## config.mk

```make
export PLATFORM = sky130hd
export DESIGN_NAME = object_motion_ctrl
export DESIGN_NICKNAME = d
export VERILOG_FILES = /design/src/rtl/object_motion_ctrl.sv
export SDC_FILE = /design/constraint.sdc
export NUM_CORES = 1
export LEC_CHECK = 0
export CORE_ASPECT_RATIO = 0.5
export CORE_MARGIN = 4
export CORE_UTILIZATION = 30
export CTS_CLUSTER_DIAMETER = 200
export DETAILED_ROUTE_END_ITERATION = 16
export PLACE_DENSITY = 0.57
export SLEW_MARGIN = 20
export SYNTH_ARGS = -nofsm -noshare
export SYNTH_HDL_FRONTEND = slang
export SYNTH_SLANG_ARGS = --single-unit
```

## constraint.sdc

```tcl
create_clock -name in_clock -period 2.5 [get_ports in_clock]
set_input_delay 0.5 -clock in_clock [delete_from_list [all_inputs] [get_ports in_clock]]
set_output_delay 0.5 -clock in_clock [all_outputs]
set_load 0.01 [all_outputs]
```

## src/rtl/object_motion_ctrl.sv

```systemverilog
// Motion controller for one rectangular game object: position, direction, step,
// bounce/exit edge handling, optional paddle-controlled y axis and run-state code.
module object_motion_ctrl #(
   parameter int H_SIZE     = 10,
   parameter int V_SIZE     = 10,
   parameter int IX         = 320,
   parameter int IY         = 240,
   parameter int IX_DIR     = 0,
   parameter int IY_DIR     = 1,
   parameter int D_WIDTH    = 639,
   parameter int D_HEIGHT   = 470,
   parameter int STEP_W     = 4,
   parameter int X_STOPPED  = 0,
   parameter int EDGE_MODE  = 0,
   parameter int Y_CTRL     = 0,
   parameter int AUTO_START = 0
) (
   input  logic              in_clock,
   input  logic              in_reset,
   input  logic              in_ani_stb,
   input  logic              in_animate,
   input  logic              in_serve,
   input  logic              in_hit,
   input  logic              in_up,
   input  logic              in_down,
   input  logic [STEP_W-1:0] in_x_step,
   input  logic [STEP_W-1:0] in_y_step,
   output logic [11:0]       out_x1,
   output logic [11:0]       out_x2,
   output logic [11:0]       out_y1,
   output logic [11:0]       out_y2,
   output logic              out_x_dir,
   output logic              out_y_dir,
   output logic              out_bounce_x,
   output logic              out_bounce_y,
   output logic              out_exit_left,
   output logic              out_exit_right,
   output logic [1:0]        out_state
);

   typedef enum logic [1:0] {
      S_IDLE = 2'b00,
      S_RUN  = 2'b01,
      S_OUT  = 2'b10
   } state_t;

   localparam logic [11:0] HS   = 12'(H_SIZE);
   localparam logic [11:0] VS   = 12'(V_SIZE);
   localparam logic [11:0] XMIN = 12'(H_SIZE);
   localparam logic [11:0] XMAX = 12'(D_WIDTH - H_SIZE);
   localparam logic [11:0] YMIN = 12'(V_SIZE);
   localparam logic [11:0] YMAX = 12'(D_HEIGHT - V_SIZE);
   localparam logic [11:0] X0   = 12'(IX);
   localparam logic [11:0] Y0   = 12'(IY);
   localparam logic        XD0  = (IX_DIR != 0);
   localparam logic        YD0  = (IY_DIR != 0);
   localparam state_t      ST0  = (AUTO_START != 0) ? S_RUN : S_IDLE;

   state_t      state_q, state_d;
   logic [11:0] x_q, x_d, y_q, y_d;
   logic        x_dir_q, x_dir_d, y_dir_q, y_dir_d;
   logic        hit_q, hit_d;
   logic        bx_q, bx_d, by_q, by_d, el_q, el_d, er_q, er_d;

   logic        upd;
   logic        eff_xdir;
   logic [12:0] xs, ys, x_plus, y_plus, xmin_plus, ymin_plus;

   assign upd       = (state_q == S_RUN) && in_animate && in_ani_stb;
   assign xs        = 13'(in_x_step);
   assign ys        = 13'(in_y_step);
   assign x_plus    = {1'b0, x_q} + xs;
   assign y_plus    = {1'b0, y_q} + ys;
   assign xmin_plus = {1'b0, XMIN} + xs;
   assign ymin_plus = {1'b0, YMIN} + ys;
   // A pending hit flips the direction used for this update's step.
   assign eff_xdir  = x_dir_q ^ hit_q;

   always_comb begin
      state_d = state_q;
      x_d     = x_q;
      y_d     = y_q;
      x_dir_d = x_dir_q;
      y_dir_d = y_dir_q;
      hit_d   = hit_q;
      bx_d    = 1'b0;
      by_d    = 1'b0;
      el_d    = 1'b0;
      er_d    = 1'b0;

      case (state_q)
         S_IDLE: begin
            if (in_serve) state_d = S_RUN;
         end
         S_OUT: begin
            if (in_serve) begin
               state_d = S_RUN;
               x_d     = X0;
               y_d     = Y0;
               x_dir_d = ~x_dir_q;
               hit_d   = 1'b0;
            end
         end
         S_RUN: begin
            if (upd) begin
               if (X_STOPPED == 0) begin
                  x_dir_d = eff_xdir;
                  hit_d   = 1'b0;
                  if (xs != 13'd0) begin
                     if (!eff_xdir) begin
                        if (x_plus >= {1'b0, XMAX}) begin
                           x_d = XMAX;
                           if (EDGE_MODE == 0) begin
                              x_dir_d = 1'b1;
                              bx_d    = 1'b1;
                           end else begin
                              state_d = S_OUT;
                              er_d    = 1'b1;
                           end
                        end else begin
                           x_d = x_plus[11:0];
                        end
                     end else begin
                        if ({1'b0, x_q} <= xmin_plus) begin
                           x_d = XMIN;
                           if (EDGE_MODE == 0) begin
                              x_dir_d = 1'b0;
                              bx_d    = 1'b1;
                           end else begin
                              state_d = S_OUT;
                              el_d    = 1'b1;
                           end
                        end else begin
                           x_d = x_q - xs[11:0];
                        end
                     end
                  end
               end

               if (Y_CTRL == 0) begin
                  if (ys != 13'd0) begin
                     if (!y_dir_q) begin
                        if (y_plus >= {1'b0, YMAX}) begin
                           y_d     = YMAX;
                           y_dir_d = 1'b1;
                           by_d    = 1'b1;
                        end else begin
                           y_d = y_plus[11:0];
                        end
                     end else begin
                        if ({1'b0, y_q} <= ymin_plus) begin
                           y_d     = YMIN;
                           y_dir_d = 1'b0;
                           by_d    = 1'b1;
                        end else begin
                           y_d = y_q - ys[11:0];
                        end
                     end
                  end
               end else begin
                  // Paddle: clamp at the limits, never reverse or pulse.
                  if (in_up && !in_down) begin
                     y_dir_d = 1'b1;
                     y_d     = ({1'b0, y_q} <= ymin_plus) ? YMIN : (y_q - ys[11:0]);
                  end else if (in_down && !in_up) begin
                     y_dir_d = 1'b0;
                     y_d     = (y_plus >= {1'b0, YMAX}) ? YMAX : y_plus[11:0];
                  end
               end
            end
            if (in_hit && (X_STOPPED == 0)) hit_d = 1'b1;
         end
         default: state_d = S_IDLE;
      endcase
   end

   always_ff @(posedge in_clock) begin
      if (in_reset) begin
         state_q <= ST0;
         x_q     <= X0;
         y_q     <= Y0;
         x_dir_q <= XD0;
         y_dir_q <= YD0;
         hit_q   <= 1'b0;
         bx_q    <= 1'b0;
         by_q    <= 1'b0;
         el_q    <= 1'b0;
         er_q    <= 1'b0;
      end else begin
         state_q <= state_d;
         x_q     <= x_d;
         y_q     <= y_d;
         x_dir_q <= x_dir_d;
         y_dir_q <= y_dir_d;
         hit_q   <= hit_d;
         bx_q    <= bx_d;
         by_q    <= by_d;
         el_q    <= el_d;
         er_q    <= er_d;
      end
   end

   assign out_x1         = x_q - HS;
   assign out_x2         = x_q + HS;
   assign out_y1         = y_q - VS;
   assign out_y2         = y_q + VS;
   assign out_x_dir      = x_dir_q;
   assign out_y_dir      = y_dir_q;
   assign out_bounce_x   = bx_q;
   assign out_bounce_y   = by_q;
   assign out_exit_left  = el_q;
   assign out_exit_right = er_q;
   assign out_state      = state_q;

endmodule

```

==> results of run 1 <==
==> what timing repair did <==
action                                  CTS  global route
pin swaps                                31            31
hold buffers                              0             0
setup buffers                            14             4
endpoints found under the setup margin   51            40
resized for setup                       110            66
==> path summary, 6_finish.rpt <==
check | start | end | slack (ns) | cells after the start
worst max-delay path | y_q[6] | y_q[4] | 0.06 | 8
worst max register to register | y_q[6] | y_q[4] | 0.06 | 8
worst min register to register | out_y_dir | y_q[0] | 0.58 | 1
worst min-delay path | out_y_dir | y_q[0] | 0.58 | 1
==> area by class of cell <==
class	count	area, um2	area share
clock inverter	1	5.00	0.000800
timing repair buffer	210	1720	0.275
multi-input combinational	440	3460	0.554
sequential	30	612	0.0978
clock buffer	7	143	0.0228
inverter	26	97.6	0.0156
tap	170	213	0.0340
==> power by group through the flow <==
stage	logic [mW]	registers, mW	clock network (mW)
after floorplan	0.326	0.515	0
after global placement	0.612	0.518	0
after detailed placement	0.614	0.519	0
after CTS	0.673	0.510	0.632
after global routing	0.766	0.513	0.656
final	0.705	0.511	0.615
==> sequential cells by signal (all words and copies together) (netlist names) <==
| register | flops |
|---|---|
| out_y_dir | 1 |
| out_bounce_x | 1 |
| x_q | 12 |
| y_q | 12 |
| out_bounce_y | 1 |
| hit_q | 1 |
| out_x_dir | 1 |
| out_state | 1 |
==> worst max-delay path: stages, from the launching register on <==
cell      delay, ns
dfxtp_1        0.31
or4_4          0.56
or4b_4         0.51
o22ai_2        0.15
buf_4          0.17
nor2b_2        0.05
a21o_1         0.16
a221oi_2       0.29
o31ai_1        0.11
==> synth_stat cells, drive strengths merged (3+ instances only) <==
master,count
fa,6
o22ai,7
or4,4
o31ai,7
mux2,3
or3,5
and3,5
xor2,19
ha,28
o21ai,46
nor2b,18
dfxtp,30
a21oi,38
nor4,7
a31oi,8
a21o,7
nand4,3
o311ai,4
clkbuf,34
o221ai,4
o21bai,4
a311oi,3
nand2b,10
xnor2,33
inv,26
buf,15
o211ai,9
o31a,3
nand2,31
nor2,55
nor3b,4
nor3,16
nand3,9
nand4b,3
==> per-layer routing <==
metal / up-vias / wire length, um / track usage / part of all wire
met5: - / 0 / 0 / 0
met4: 0 / 145 / 0.0319 / 0.010
met3: 16 / 729 / 0.0216 / 0.052
met2: 154 / 6610 / 0.320 / 0.47
met1: 2198 / 6460 / 0.242 / 0.46
li1: 2278 / - / - / -
==> cells by family after synthesis <==
family          share of synthesized area
mux                                0.0111
other cells                      0.000954
flops                               0.153
simple gates                        0.236
buf+inv                            0.0849
fa+ha+maj                           0.120
compound gates                      0.279
xor+xnor                            0.116
==> through the flow <==
stage,hold slack [ns],utilization,TNS [ns]
5_1_grt,0.613,0.491,-0.136
2_1_floorplan,0.522,-,0
3_3_place_gp,0.574,0.439,-15.37
6_report,0.580,0.491,0
3_5_place_dp,0.582,0.439,-16.15
4_1_cts,0.591,0.477,0
==> results.json, run 1 <==
{
  "finalMaxSlewViolations": 0,
  "mostFrequentLayoutCell": "buf_4",
  "cts_made_buffers": 5,
  "port-buffer-count": 66,
  "synth_edf_count": 0,
  "synth-async-reset-ratio": 0,
  "syn_area_per_cell_um2": 7.24,
  "max_freq_mhz": 410,
  "crit_required_ns": 2.65,
  "core_area_um2": 12700,
  "seq_power_share": 0.279,
  "fp-row-count": 29,
  "post-place-ws_ns": -0.778,
  "min_period_ns": 2.44,
  "drt_wl_total_um": 13900,
  "start_kind": "flip-flop",
  "yosys_warnings": 0,
  "grt_max_degree": 19,
  "grt_pass1_wl_um": 22400,
  "synth_seq_cells": 30,
  "p_per_area_nw_per_um2": 293,
  "clkSlewWorstSetupHoldPaths_ns": 0.05,
  "grt_overflow_total": 0,
  "relSlewSlack": 0.591,
  "status": "complete, no violations",
  "pwr-share-clk": 0.336,
  "cts.sinks": 30,
  "track_usage": 0.180,
  "netlist-cell-type-count": 72,
  "syn-cell-area_um2": 3930,
  "die_w_um": 170,
  "fin_area_um2": 6250,
  "p_int_mw": 1.24,
  "antenna_cells": 0,
  "routedWlPerCell_um": 15.8,
  "arrival_ns": 2.59,
  "drc_errors": 0,
  "setup_viol": 0,
  "dp_hpwl_um": 10400,
  "grt_pass1_vias": 4489,
  "path_class": "flip-flop to flip-flop",
  "ios": 72,
  "maxCapViolCount": 0,
  "skew_ns": 0.00227,
  "power.switching_mw": 0.592,
  "fp.dieH_um": 89.0,
  "h-tree-depth": 2,
  "peakVddDrop_uv": 208,
  "antenna_found_initial": 0,
  "p_leak_nw": 2.66,
  "antenna_left": 0,
  "nNetsFinal": 763,
  "cts_tree": "done",
  "finalHoldViolations": 0,
  "final_cell_count_no_fill": 884,
  "synth_top_area_frac": 0.153,
  "drt_iter0_drc": 286,
  "synth_top_area_cell": "dfxtp_1",
  "ys_seq_area_frac": 0.153,
  "period_share": 0.976,
  "die_area_um2": 15100,
  "cts_root_buf": "clkbuf_16",
  "swShare": 0.323,
  "finalWorstSetupSlack_ns": 0.0608,
  "dp_cells": 860,
  "synth_area_leaders": "dfxtp_1 15%, ha_1 8.9%, xnor2_1 7.3%",
  "worst_pin_slew_ns": 0.612,
  "critPathCaptureType": "flip-flop",
  "drtPass1Iterations": 5,
  "cts_max_path_buffers": 2,
  "synthCells": 543,
  "final_layout_size_suffix_gt1_frac": 0.368,
  "placed_area_um2": 5600,
  "start_util": 0.309,
  "synth_flop_cell": "dfxtp_1",
  "clk_latency_ns": 0.28,
  "num-fill-cells": 1270,
  "power_frac_comb": 0.385,
  "viasPerCell": 5.26,
  "final_cell_mix": "136 x buf_4, 52 x nor2_1, 37 x clkdlybuf4s50_1",
  "fin_total_pwr_mw": 1.83,
  "cp_max_fo": 5,
  "area_delta_synth_final_pct": 59.0,
  "vias": 4646,
  "hp-class": "flip-flop to flip-flop",
  "gp_congestion": 0.917
}
Note: power is estimated with default switching activity, not from simulation.
==> run 2: changes to the inputs <==
--- a/config.mk
+++ b/config.mk
@@ -10,8 +10,9 @@
 export CORE_UTILIZATION = 30
 export CTS_CLUSTER_DIAMETER = 200
 export DETAILED_ROUTE_END_ITERATION = 16
+export GPL_TIMING_DRIVEN = 0
 export PLACE_DENSITY = 0.57
-export SLEW_MARGIN = 20
+export SLEW_MARGIN = 15
 export SYNTH_ARGS = -nofsm -noshare
 export SYNTH_HDL_FRONTEND = slang
 export SYNTH_SLANG_ARGS = --single-unit
==> results.json, run 2 (synthesis gave the netlist of run 1 again) <==
{
  "die_area_um2": 15100,
  "drt_wl_total_um": 13800,
  "cts_max_path_buffers": 2,
  "num-fill-cells": 1266,
  "fin_tns_setup_ns": -0.128,
  "port-buffer-count": 65,
  "final_core_util": 0.462,
  "grt_max_degree": 11,
  "top_regs": "x_q x12, y_q x12",
  "setup_viol": 7,
  "cts_made_buffers": 5,
  "mostFrequentLayoutCell": "buf_4",
  "nNetsFinal": 703,
  "antenna_found_initial": 0,
  "drtPass1Iterations": 5,
  "routedWlPerCell_um": 16.8,
  "final_layout_size_suffix_gt1_frac": 0.304,
  "hold_ws_ns": 0.563,
  "core_area_um2": 12700,
  "ios": 72,
  "dp_hpwl_um": 9730,
  "hp-class": "flip-flop to flip-flop",
  "p_leak_nw": 2.32,
  "finalMaxSlewViolations": 0,
  "cts.sinks": 30,
  "path_class": "flip-flop to flip-flop",
  "skew_ns": 0.00257,
  "peakVddDrop_uv": 325,
  "fin_total_pwr_mw": 1.73,
  "grt_pass1_vias": 4243,
  "antenna_left": 0,
  "min_period_ns": 2.55,
  "fp.dieH_um": 89.0,
  "start_kind": "flip-flop",
  "clkSlewWorstSetupHoldPaths_ns": 0.05,
  "die_w_um": 170,
  "relSlewSlack": 0.555,
  "critPathCaptureType": "flip-flop",
  "status": "finished, violations left",
  "finalHoldViolations": 0,
  "clk_latency_ns": 0.28,
  "fp-row-count": 29,
  "drc_errors": 0,
  "gp_congestion": 0.870,
  "final_cell_mix": "54 x buf_4, 47 x nor2_1, 37 x clkdlybuf4s50_1",
  "grt_overflow_total": 0,
  "area_delta_synth_final_pct": 49.8,
  "h-tree-depth": 2,
  "arrival_ns": 2.67,
  "antenna_cells": 0,
  "grt_pass1_wl_um": 22000,
  "rsz0062_at_grt": "true",
  "start_util": 0.309,
  "p_per_area_nw_per_um2": 293,
  "track_usage": 0.176,
  "finalWorstSetupSlack_ns": -0.0493,
  "cp_max_fo": 9,
  "drt_iter0_drc": 313,
  "period_share": 1.02,
  "maxCapViolCount": 0,
  "crit_required_ns": 2.62,
  "worst_pin_slew_ns": 0.668,
  "cts_tree": "done",
  "viasPerCell": 5.31,
  "max_freq_mhz": 392,
  "violations": "negative setup slack",
  "vias": 4365,
  "cts_root_buf": "clkbuf_16",
  "cts_hold_buf": 0
}
[run 2: cell count changes in the layout (fill, tap and decap cells not counted), moves of 3 or more]
| cell | before | now |
|---|---|---|
| fa_2 | 5 | 2 |
| buf_6 | 7 | 2 |
| nor2_1 | 52 | 47 |
| nor2_2 | 3 | 6 |
| nor3_2 | 1 | 4 |
| dfxtp_1 | 23 | 18 |
| dfxtp_4 | 1 | 7 |
| fa_1 | 1 | 4 |
| o21ai_2 | 7 | 3 |
| clkbuf_1 | 1 | 15 |
| o21ai_0 | 26 | 29 |
| clkbuf_4 | 0 | 5 |
| buf_4 | 136 | 54 |
[run 2: layout make-up]
type | instances | area [um2] | share of cell area
flip-flops and latches | 30 | 633 | 0.107
plain buffers | 40 | 255 | 0.0433
repair buffers | 110 | 1010 | 0.171
multi-input cells | 440 | 3530 | 0.600
well taps | 170 | 213 | 0.0361
inverters | 26 | 106 | 0.0181
clock buffers | 6 | 139 | 0.0236
[run 2: routing by layer]
metal | up-vias | share of wire | global-route usage
met1 | 2098 | 0.50 | 0.247
met2 | 102 | 0.46 | 0.301
li1 | 2153 | - | -
met5 | - | 0 | 0
met3 | 12 | 0.035 | 0.0203
met4 | 0 | 0.0096 | 0.0283
[run 2: worst paths after layout]
kind / startpoint / to / slack [ns] / cells after the start
max: x_q[2] / x_q[5] / -0.05 / 10
min: out_state[0] / out_state[0] / 0.56 / 2
max reg2reg: x_q[2] / x_q[5] / -0.05 / 10
min reg2reg: out_state[0] / out_state[0] / 0.56 / 2
[run 2: report_power, final]
part	total [mW]	internal (mW)	switching [mW]	leakage, nW
Combinational	0.620	0.292	0.328	2.00
Clock	0.594	0.384	0.210	0.0688
Sequential	0.514	0.487	0.0263	0.250
Total	1.73	1.16	0.565	2.32
[run 2: critical path: stages (launching register included)]
cell and delay [ns]:
dfxtp_4 0.39, ha_1 0.29, clkbuf_8 0.15, nor2b_4 0.17, a211oi_2 0.04, buf_4 0.16, o211ai_1 0.26, mux2_4 0.35
nand2_1 0.12, a2bb2oi_4 0.31, a311oi_2 0.15
[run 2: repair_timing]
| action | CTS | global route |
|---|---|---|
| pin swaps | 24 | 42 |
| buffers inserted | 20 | 24 |
| resized for setup | 148 | 90 |
| setup endpoints to repair | 64 | 46 |
| gates cloned | 0 | 1 |
[run 2: through the flow]
stage / setup WS [ns] / instance area [um2] / instances
2_1_floorplan: 0.00778 / 3990 / 545
3_3_place_gp: -1.21 / 4850 / 780
3_5_place_dp: -1.23 / 4850 / 780
4_1_cts: -0.0153 / 5450 / 799
5_1_grt: -0.114 / 5890 / 822
6_report: -0.0493 / 5890 / 822
